### src/rtl/cpu_pkg.sv
// Shared definitions for the core's fetch path.
//   CPU_ADDR_W / CPU_INSTR_W : default address and instruction widths
//   CPU_RESET_PC             : default PC after reset
//   fetch_state_t            : fetch sequencer state encoding (2 bits)
package cpu_pkg;

    localparam int CPU_ADDR_W  = 16;
    localparam int CPU_INSTR_W = 16;

    localparam logic [15:0] CPU_RESET_PC = 16'h0000;

    typedef enum logic [1:0] {
        ST_FETCH  = 2'd0,
        ST_EXEC   = 2'd1,
        ST_HALTED = 2'd2
    } fetch_state_t;

endpackage

### src/rtl/fetch_sequencer.sv
// Fetch stage of the single-cycle core. Owns the architectural PC, issues
// instruction-memory reads at pc, holds the fetched instruction for the
// execute logic until commit, then loads the next PC. Stops for good on HLT.
//
// state     | meaning
// ----------+--------------------------------------------------------------
// ST_FETCH  | request outstanding at pc; capture rdata when imem_ready=1
// ST_EXEC   | instruction held in instr; wait for commit
// ST_HALTED | HLT committed; no further requests until reset
//
// Ports:
//   clk, rst_n            clock (rising edge) and async active-low reset
//   imem_req / imem_addr  read request and address (address is always pc)
//   imem_ready/imem_rdata memory handshake; rdata valid with ready
//   instr / instr_valid   held instruction and its valid flag
//   pc                    address of the held/fetching instruction
//   next_pc               sequential/relative next PC from PC control
//   br_en / br_target     register-indirect branch override
//   commit / halt         execute finished; halt marks the held instr as HLT
//   halted                sequencer stopped
module fetch_sequencer
    import cpu_pkg::*;
#(
    parameter int                 ADDR_W   = CPU_ADDR_W,
    parameter int                 INSTR_W  = CPU_INSTR_W,
    parameter logic [ADDR_W-1:0]  RESET_PC = ADDR_W'(CPU_RESET_PC)
) (
    input  logic               clk,
    input  logic               rst_n,
    output logic               imem_req,
    output logic [ADDR_W-1:0]  imem_addr,
    input  logic               imem_ready,
    input  logic [INSTR_W-1:0] imem_rdata,
    output logic [INSTR_W-1:0] instr,
    output logic               instr_valid,
    output logic [ADDR_W-1:0]  pc,
    input  logic [ADDR_W-1:0]  next_pc,
    input  logic               br_en,
    input  logic [ADDR_W-1:0]  br_target,
    input  logic               commit,
    input  logic               halt,
    output logic               halted
);

    fetch_state_t       state;
    fetch_state_t       state_nxt;
    logic [ADDR_W-1:0]  pc_nxt;
    logic [INSTR_W-1:0] instr_nxt;
    logic               valid_nxt;
    logic [ADDR_W-1:0]  target_sel;

    assign target_sel = br_en ? br_target : next_pc;

    always_ff @(posedge clk or negedge rst_n) begin
        if (!rst_n) begin
            state       <= ST_FETCH;
            pc          <= RESET_PC;
            instr       <= '0;
            instr_valid <= 1'b0;
        end else begin
            state       <= state_nxt;
            pc          <= pc_nxt;
            instr       <= instr_nxt;
            instr_valid <= valid_nxt;
        end
    end

    always_comb begin
        state_nxt = state;
        pc_nxt    = pc;
        instr_nxt = instr;
        valid_nxt = instr_valid;
        imem_req  = 1'b0;
        case (state)
            ST_FETCH: begin
                imem_req = 1'b1;
                if (imem_ready) begin
                    instr_nxt = imem_rdata;
                    valid_nxt = 1'b1;
                    state_nxt = ST_EXEC;
                end
            end
            ST_EXEC: begin
                if (commit) begin
                    valid_nxt = 1'b0;
                    if (halt) begin
                        // pc stays on the HLT instruction for debug visibility
                        state_nxt = ST_HALTED;
                    end else begin
                        // instructions are halfword aligned; drop bit 0
                        pc_nxt    = {target_sel[ADDR_W-1:1], 1'b0};
                        state_nxt = ST_FETCH;
                    end
                end
            end
            ST_HALTED: begin
                valid_nxt = 1'b0;
            end
            default: begin
                valid_nxt = 1'b0;
                state_nxt = ST_FETCH;
            end
        endcase
    end

    assign imem_addr = pc;
    assign halted    = (state == ST_HALTED);

endmodule
### config.mk
export PLATFORM = sky130hd
export DESIGN_NAME = fetch_sequencer
export DESIGN_NICKNAME = d
export VERILOG_FILES = /design/src/rtl/cpu_pkg.sv /design/src/rtl/fetch_sequencer.sv
export SDC_FILE = /design/constraint.sdc
export NUM_CORES = 1
export LEC_CHECK = 0
export BUFFER_PORTS_ARGS = -buffer_cell sky130_fd_sc_hd__buf_2
export CORE_MARGIN = 5
export CORE_UTILIZATION = 46
export DETAILED_ROUTE_END_ITERATION = 8
export PLACE_DENSITY_LB_ADDON = 0.3
export SETUP_SLACK_MARGIN = 0.02
export SYNTH_ARGS = -nofsm -noshare
export SYNTH_HDL_FRONTEND = slang
export SYNTH_SLANG_ARGS = --single-unit
### constraint.sdc
create_clock -name clk -period 2.8 [get_ports clk]
set_input_delay 0.14 -clock clk [delete_from_list [all_inputs] [get_ports clk]]
set_output_delay 0.14 -clock clk [all_outputs]
set_load 0.01 [all_outputs]
==> results.cfg, run 1 <==
[status]
status = completed

[min_path]
hp-start = imem_rdata[6]
whs_path_depth = 2
whs_endpoint = instr[6]
hold_path_class = primary input to flip-flop

[synthesis]
synth_common_cells = mux2_2, dfrtp_1, buf_4
ys.flop_type = dfrtp_1
synth_top_cell_area_share_pct = 50.5
synth.distinct_cells = 17
syn_inst = 115
synthTopCellsByArea = dfrtp_1, mux2_2, mux2_4, buf_4, buf_6
synth_edf_count = 0
yosys.area.top_type = dfrtp_1
synthArstFlopShare_pct = 100
synth-seq-cells = 34
syn-cell-area_um2 = 1680
yosysSeqAreaShare_pct = 50.5
synth_warnings = 0
post-synth-top-count-cell = mux2_2
synth.avg_cell_area_um2 = 14.6

[critical_path]
reg2reg_depth = 2
path_class = flip-flop to flip-flop
max_stage_delay_ns = 0.67
reg2reg_to = instr[14]
arrival_ns = 1.84
worst_setup_path_end_kind = flip-flop
path_cells = nor3b_4 -> mux2_2
rrSetupSlack_ns = 1.12
cp_num_buf_inv = 0
critical-path-top-delay-family = simple AND/OR/NAND/NOR gates
crit_path_max_fanout = 16
crit_required_ns = 2.96
cp-start-kind = flip-flop
cpMaxStageDelayCell = nor3b_4
reg2reg_from = state[0]

[cts]
ctsHtreeMaxLevel = 2
cts_buffer_depth = 2
cts_tree = built
cts.repair.resized = 0
insertion_delay_ns = 0.27
root_buffer = clkbuf_8
path_clk_slew_ns = 0.07
cts_buffers = 5
numClockSinks = 34

[global_route]
overflow = 0
grt_pass1_wl_um = 5570
grt_pass1_vias = 1225
grt_max_degree = 35
grt_util_all_layers_pct = 14.3
grt_antenna_before_repair = 0

[timing]
finalHoldViolations = 0
tns_ns = 0
fmax_ghz = 0.597
slew_viol_final = 0
rsz0062_at_grt = false
skew_ns = 0.00344
relSlewSlack_pct = 51.3
hold_ws_ns = 0.0906
final-setup-viol-count = 0
finalCritPeriodShare_pct = 59.8
finalCriticalPeriod_ns = 1.68
worst_slew_pin_slew_ns = 0.730

[job]
drv_cap = 0

[drt]
drt.antenna.violating_nets = 0
wl_um = 3360
wl_per_cell_um = 13.4
first_pass_iters = 2
drt-initial-drc-count = 12
via_count = 1142
drc_errors = 0
viasPerCell = 4.55

[floorplan]
die_y_um = 70.5
io_pins = 105
core_um2 = 3610
rows = 22
die_w_um = 70.5
die_area_um2 = 4970
start_util_pct = 46.7

[layout]
multi_input_area_um2 = 662
fillers = 311
drive_gt1_share_pct = 77.3
design_area_um2 = 2200
nets = 256
regArea_um2 = 851
areaGrowthSynthToFinish_pct = 30.9
diodes = 0
fin_cells = 251

[place]
placed_cell_area_um2 = 2080
routabilityCongestion = 0.784
placed_cells = 242
port_buffers = 100

[pwr]
vdd_ir_drop_max_uv = 631
leakage_nw = 1.11
p_per_area_nw_per_um2 = 1090
[final cells by class]
type / count / share of cell area [%]
timing repair buffer: 102 / 23.5
clock buffer: 5 / 3.12
clock inverter: 3 / 2.04
tap: 48 / 2.72
multi-input combinational: 59 / 30.0
sequential: 34 / 38.6
[registers in the layout, indices dropped and copies added (netlist names)]
signal       cells
imem_addr       15
instr           16
instr_valid      1
state            2
[routing by layer]
layer | routed length [µm] | share of wire (%) | global-route usage [%]
met1 | 1160 | 34 | 14.0
met2 | 1890 | 56 | 26.7
met3 | 282 | 8.4 | 5.32
met4 | 35 | 1.0 | 5.74
met5 | 0 | 0 | 0
[placed cells by master, fill, tap and decap left out]
cell           instances
conb_1                 2
a211oi_1               1
a21oi_1                1
bufinv_16              1
nor2b_1                1
mux2_2                36
dlygate4sd3_1          1
nor2_1                 2
buf_2                100
o21bai_1               1
nor4bb_4               1
buf_4                  1
nand4b_1               1
mux2_4                10
clkbuf_8               5
clkinvlp_4             2
dfrtp_1               34
nor3b_4                1
nand2b_1               2
[worst max-delay path by stage]
stage / cells after the start / slack [ns] / endpoint / startpoint
6_report: 2 / 1.12 / instr[14] / state[0]
5_1_grt: 2 / 1.04 / instr[10] / state[1]
4_1_cts: 2 / 1.10 / instr[11] / state[0]
3_5_place_dp: 2 / 1.10 / instr[11] / state[0]
3_3_place_gp: 2 / 1.14 / instr[8] / state[0]
2_1_floorplan: 4 / 1.36 / instr[10] / state[0]
[report_power, final]
group	switching (W)	total (W)	leakage (nW)	internal, W
sequential	0.000176	0.000920	0.403	0.000744
combinational	0.000472	0.00105	0.658	0.000582
clock	0.000168	0.000432	0.0504	0.000264
[stage by stage]
stage / util [%] / power, W / setup WS (ns)
2_1_floorplan: - / 0.00170 / 1.36
3_3_place_gp: 57.7 / 0.00197 / 1.14
3_5_place_dp: 57.7 / 0.00200 / 1.10
4_1_cts: 61.1 / 0.00245 / 1.10
5_1_grt: 61.1 / 0.00257 / 1.04
6_report: 61.1 / 0.00241 / 1.12
[cells by family (layout without fill, tap and decap cells)]
logic type,count (synthesis),after routing,synth area share [%]
muxes,46,46,33.0
other,1,2,0.223
buffers and inverters,23,110,11.3
DFF,34,34,50.5
and+or+nand+nor,8,8,3.79
AOI/OAI and AO/OA,3,3,1.19
[what timing repair did]
action,4_1_cts,5_1_grt
hold buffers,1,0
setup buffers,0,0
hold endpoints to repair,34,0
Note: power is estimated with default switching activity, not from simulation.
==> run 2: changes to the inputs <==
ABC_AREA = 1   (was not set)
CORE_UTILIZATION = 39   (was 46)
clock period = 1.5 ns   (was 2.8 ns; I/O delays follow)
==> results.cfg, run 2 <==
[status]
status = completed

[timing]
layout_setup_ws_ns = 0.154
tns_ns = 0
worst_slew_pin_slew_ns = 0.755
relSlewSlack_pct = 49.6
skew_ns = 0.00224
fmax_ghz = 0.743
rsz0062_at_grt = false
hold_ws_ns = 0.0281
slew_viol_final = 0
final-setup-viol-count = 0
finalCritPeriodShare_pct = 89.8
finalHoldViolations = 0
finalCriticalPeriod_ns = 1.35

[synthesis]
ys.flop_type = dfrtp_1
syn_inst = 222
post-synth-top-count-cell = nand2_1
synth_common_cells = nand2_1, dfrtp_1, buf_4
synth.avg_cell_area_um2 = 7.74
synthTopCellsByArea = dfrtp_1, nand2_1, buf_4, nand3_1, inv_1
synth_edf_count = 0
yosysSeqAreaShare_pct = 49.5
synth_top_cell_area_share_pct = 49.5
synth_warnings = 0
syn-cell-area_um2 = 1720
yosys.area.top_type = dfrtp_1
synth.distinct_cells = 18
synth-seq-cells = 34
synthArstFlopShare_pct = 100

[drt]
drt-initial-drc-count = 24
first_pass_iters = 4
wl_um = 4160
drc_errors = 0
viasPerCell = 4.41
drt.antenna.violating_nets = 0
wl_per_cell_um = 11.7
via_count = 1574

[critical_path]
cpMaxStageDelayCell = dfrtp_1
reg2reg_from = state[1]
critPathLaunch = state[0]
worst_setup_path_end_kind = output pin
cp-start-kind = flip-flop
crit_path_max_fanout = 17
max_stage_delay_ns = 0.45
arrival_ns = 1.27
path_cells = nor2_4 -> buf_4 -> buf_2
crit_required_ns = 1.42
path_class = flip-flop to output pin

[layout]
diodes = 0
drive_gt1_share_pct = 38.0
multi_input_area_um2 = 641
regArea_um2 = 851
nets = 360
final_cell_mix = nand2_1, buf_2, dfrtp_1, nand3_1, inv_1
largest_reg_flops = 16
areaGrowthSynthToFinish_pct = 27.3
mostFrequentLayoutCell = nand2_1
regMostFlops = instr
fillers = 458

[cts]
ctsHtreeMaxLevel = 2
cts_buffers = 5
path_clk_slew_ns = 0.06
root_buffer = clkbuf_8
numClockSinks = 34
cts_setup_buffers = 0
cts_buffer_depth = 2
cts_tree = built
postCtsHoldBufs = 1
insertion_delay_ns = 0.28
cts.repair.resized = 0

[job]
drv_cap = 0

[global_route]
grt_antenna_before_repair = 0
overflow = 0
grt_pass1_vias = 1526
grt_max_degree = 35
grt_pass1_wl_um = 7030
grt_util_all_layers_pct = 14.7

[pwr]
vdd_ir_drop_max_uv = 803
leakage_nw = 1.38
power_w = 0.00413
p_per_area_nw_per_um2 = 1890

[floorplan]
die_w_um = 76.4
io_pins = 105
rows = 24
die_area_um2 = 5830
core_um2 = 4320
start_util_pct = 39.7
die_y_um = 76.4

[place]
port_buffers = 100
routabilityCongestion = 0.764
hpwlAfterDp_um = 3070
dp_slack_ns = 0.308

[min_path]
hp-start = imem_rdata[1]
hold_path_class = primary input to flip-flop
-- run 2: cell count changes in the layout (fill, tap and decap cells not counted), moves of 2 or more --
| cell | previous run | this run |
|---|---|---|
| nand2_1 | 0 | 125 |
| mux2_2 | 36 | 0 |
| nand3_1 | 0 | 17 |
| mux2_4 | 10 | 0 |
| inv_1 | 0 | 7 |
| nand2_2 | 0 | 4 |
| clkinvlp_4 | 2 | 0 |
| nand2b_1 | 2 | 0 |
| nor2_4 | 0 | 2 |
-- run 2: path summary, 6_finish.rpt --
kind,to,slack [ns],cells after the start
max,imem_req,0.15,3
max in group asynchronous,instr[8],0.60,2
max reg2reg,imem_addr[5],0.30,5
min,instr[1],0.03,3
min reg2reg,instr[2],0.46,2
min in group asynchronous,imem_addr[1],0.42,2
-- run 2: report_power, final --
group / internal [W] / total, W / switching [W] / leakage (nW)
combinational: 0.000757 / 0.00182 / 0.00107 / 0.913
sequential: 0.00136 / 0.00165 / 0.000289 / 0.425
clock: 0.000354 / 0.000652 / 0.000299 / 0.0431
-- run 2: cell families after synthesis --
family	synth area share [%]
AND/OR/NAND/NOR	36.3
flip-flops	49.5
buffers and inverters	13.4
AO/OA/AOI/OAI	0.582
other	0.218
-- run 2: layout make-up --
class	instances	share of cell area [%]
flip-flops and latches	34	38.9
well taps	52	2.97
clock buffers	6	3.78
multi-input cells	155	29.3
repair buffers	102	23.7
inverters	8	1.37
-- run 2: worst max-delay path: cells and delay by family, from the launching register on --
kind,cells,cell delay (ns)
flops,1,0.45
buf+inv,2,0.38
simple gates,1,0.16
-- run 2: metal layers --
metal  GRT usage (%)  share of wire [%]
met5               0                  0
met4            6.47                2.3
met3            5.08                7.0
met2            24.4                 50
met1            16.9                 41
-- run 2: metrics by stage --
stage	utilization, %	cell area, µm²	std cells
after CTS	50.6	2190	357
after global routing	50.6	2190	357
after detailed placement	48.4	2090	350
final	50.6	2190	357
after global placement	48.4	2090	350
after floorplan	-	1720	223
==> run 3: changes to the inputs <==
MAX_ROUTING_LAYER = met4   (was not set)
==> results.cfg, run 3 (synthesized netlist as in run 2, its figures left out) <==
[layout]
design_area_um2 = 2190
largest_reg_flops = 16
fillers = 458
final_cell_mix = nand2_1, buf_2, dfrtp_1, nand3_1, inv_1
regArea_um2 = 851
mostFrequentLayoutCell = nand2_1
regMostFlops = instr
areaGrowthSynthToFinish_pct = 27.3
multi_input_area_um2 = 641
diodes = 0
nets = 360
drive_gt1_share_pct = 38.0
final_core_util_pct = 50.6

[place]
placed_cell_area_um2 = 2090
routabilityCongestion = 0.774
port_buffers = 100
hpwlAfterDp_um = 3070

[cts]
ctsHtreeMaxLevel = 2
path_clk_slew_ns = 0.06
cts_tree = built
insertion_delay_ns = 0.27
cts_setup_buffers = 0
cts_buffers = 5
root_buffer = clkbuf_8
cts_buffer_depth = 2
cts.repair.resized = 0
numClockSinks = 34

[timing]
finalHoldViolations = 0
worst_slew_pin_slew_ns = 0.755
finalCriticalPeriod_ns = 1.35
finalCritPeriodShare_pct = 89.7
fmax_ghz = 0.743
slew_viol_final = 0
final-setup-viol-count = 0
skew_ns = 0.00222
tns_ns = 0
rsz0062_at_grt = false
relSlewSlack_pct = 49.6

[critical_path]
rrSetupSlack_ns = 0.30
path_class = flip-flop to output pin
cp_num_buf_inv = 2
cp-start-kind = flip-flop
critical-path-top-delay-family = flip-flops
arrival_ns = 1.27
path_cells = nor2_4 -> buf_4 -> buf_2
critPathLaunch = state[0]
cp_num_cells = 3
crit_path_max_fanout = 17
cpMaxStageDelayCell = dfrtp_1
worst_setup_path_end_kind = output pin
crit_end = imem_req
crit_required_ns = 1.42
max_stage_delay_ns = 0.45
reg2reg_depth = 5
reg2reg_to = imem_addr[5]
reg2reg_from = state[1]

[pwr]
switchingPower_w = 0.00165
comb_power_share_pct = 44.2
p_int_w = 0.00247
p_per_area_nw_per_um2 = 1890
leakage_nw = 1.38
p_seq_share_pct = 40.0
switching_share_pct = 40.1
clockPowerShare_pct = 15.8
vdd_ir_drop_max_uv = 803

[floorplan]
io_pins = 105
die_w_um = 76.4
start_util_pct = 39.7
die_area_um2 = 5830
rows = 24
core_um2 = 4320
die_y_um = 76.4

[drt]
viasPerCell = 4.41
first_pass_iters = 4
drt.antenna.violating_nets = 0
wl_um = 4160
drc_errors = 0
via_count = 1573
wl_per_cell_um = 11.7
drt-initial-drc-count = 31

[global_route]
overflow = 0
grt_util_all_layers_pct = 15.1
grt_antenna_before_repair = 0
grt_pass1_wl_um = 7030
grt_max_degree = 35
grt_pass1_vias = 1525

[job]
drv_cap = 0

[status]
status = completed

[min_path]
hold_path_class = primary input to flip-flop
whs_path_depth = 3
[run 3: repair_timing]
| action | 4_1_cts | 5_1_grt |
|---|---|---|
| hold buffers | 1 | 0 |
| hold endpoints to repair | 34 | 0 |
| setup endpoints to repair | 0 | 0 |
[run 3: worst min-delay path: cells and delay by family]
family | cells | cell delay [ns]
buffers and inverters | 1 | 0.07
AND/OR/NAND/NOR | 2 | 0.12
[run 3: power groups by stage]
stage / registers [W] / logic, W / clock network, W
6_report: 0.00165 / 0.00183 / 0.000651
5_1_grt: 0.00173 / 0.00207 / 0.000716
4_1_cts: 0.00165 / 0.00187 / 0.000678
3_5_place_dp: 0.00166 / 0.00187 / 0
3_3_place_gp: 0.00165 / 0.00184 / 0
2_1_floorplan: 0.00186 / 0.00110 / 0
[run 3: layout make-up]
cell class / instances / area share, %
flip-flops and latches: 34 / 38.9
multi-input cells: 155 / 29.3
repair buffers: 102 / 23.7
clock buffers: 6 / 3.78
well taps: 52 / 2.97
inverters: 8 / 1.37
[run 3: layer usage]
metal / up-vias / track usage, % / routed length (µm)
met3: 8 / 4.85 / 274
met4: 0 / 6.47 / 92
met5: - / - / 0
met2: 50 / 24.4 / 2080
li1: 815 / - / -
met1: 700 / 17.1 / 1710
[run 3: worst min-delay path by stage]
stage	slack, ns	to	startpoint
6_report	0.03	instr[1]	imem_rdata[1]
5_1_grt	0.03	instr[2]	imem_rdata[2]
4_1_cts	0.02	instr[1]	imem_rdata[1]
3_5_place_dp	0.20	imem_addr[1]	rst_n
3_3_place_gp	0.19	imem_addr[1]	rst_n
2_1_floorplan	-0.22	imem_addr[10]	rst_n
[run 3: through the flow]
step | worst slack, ns | cells | hold slack (ns) | total power [W]
finish | 0.155 | 357 | 0.0284 | 0.00413
detailed placement | 0.308 | 350 | 0.202 | 0.00353
floorplan | 0.420 | 223 | -0.221 | 0.00296
CTS | 0.132 | 357 | 0.0184 | 0.00420
global route | 0.0773 | 357 | 0.0288 | 0.00451
global placement | 0.328 | 350 | 0.194 | 0.00349
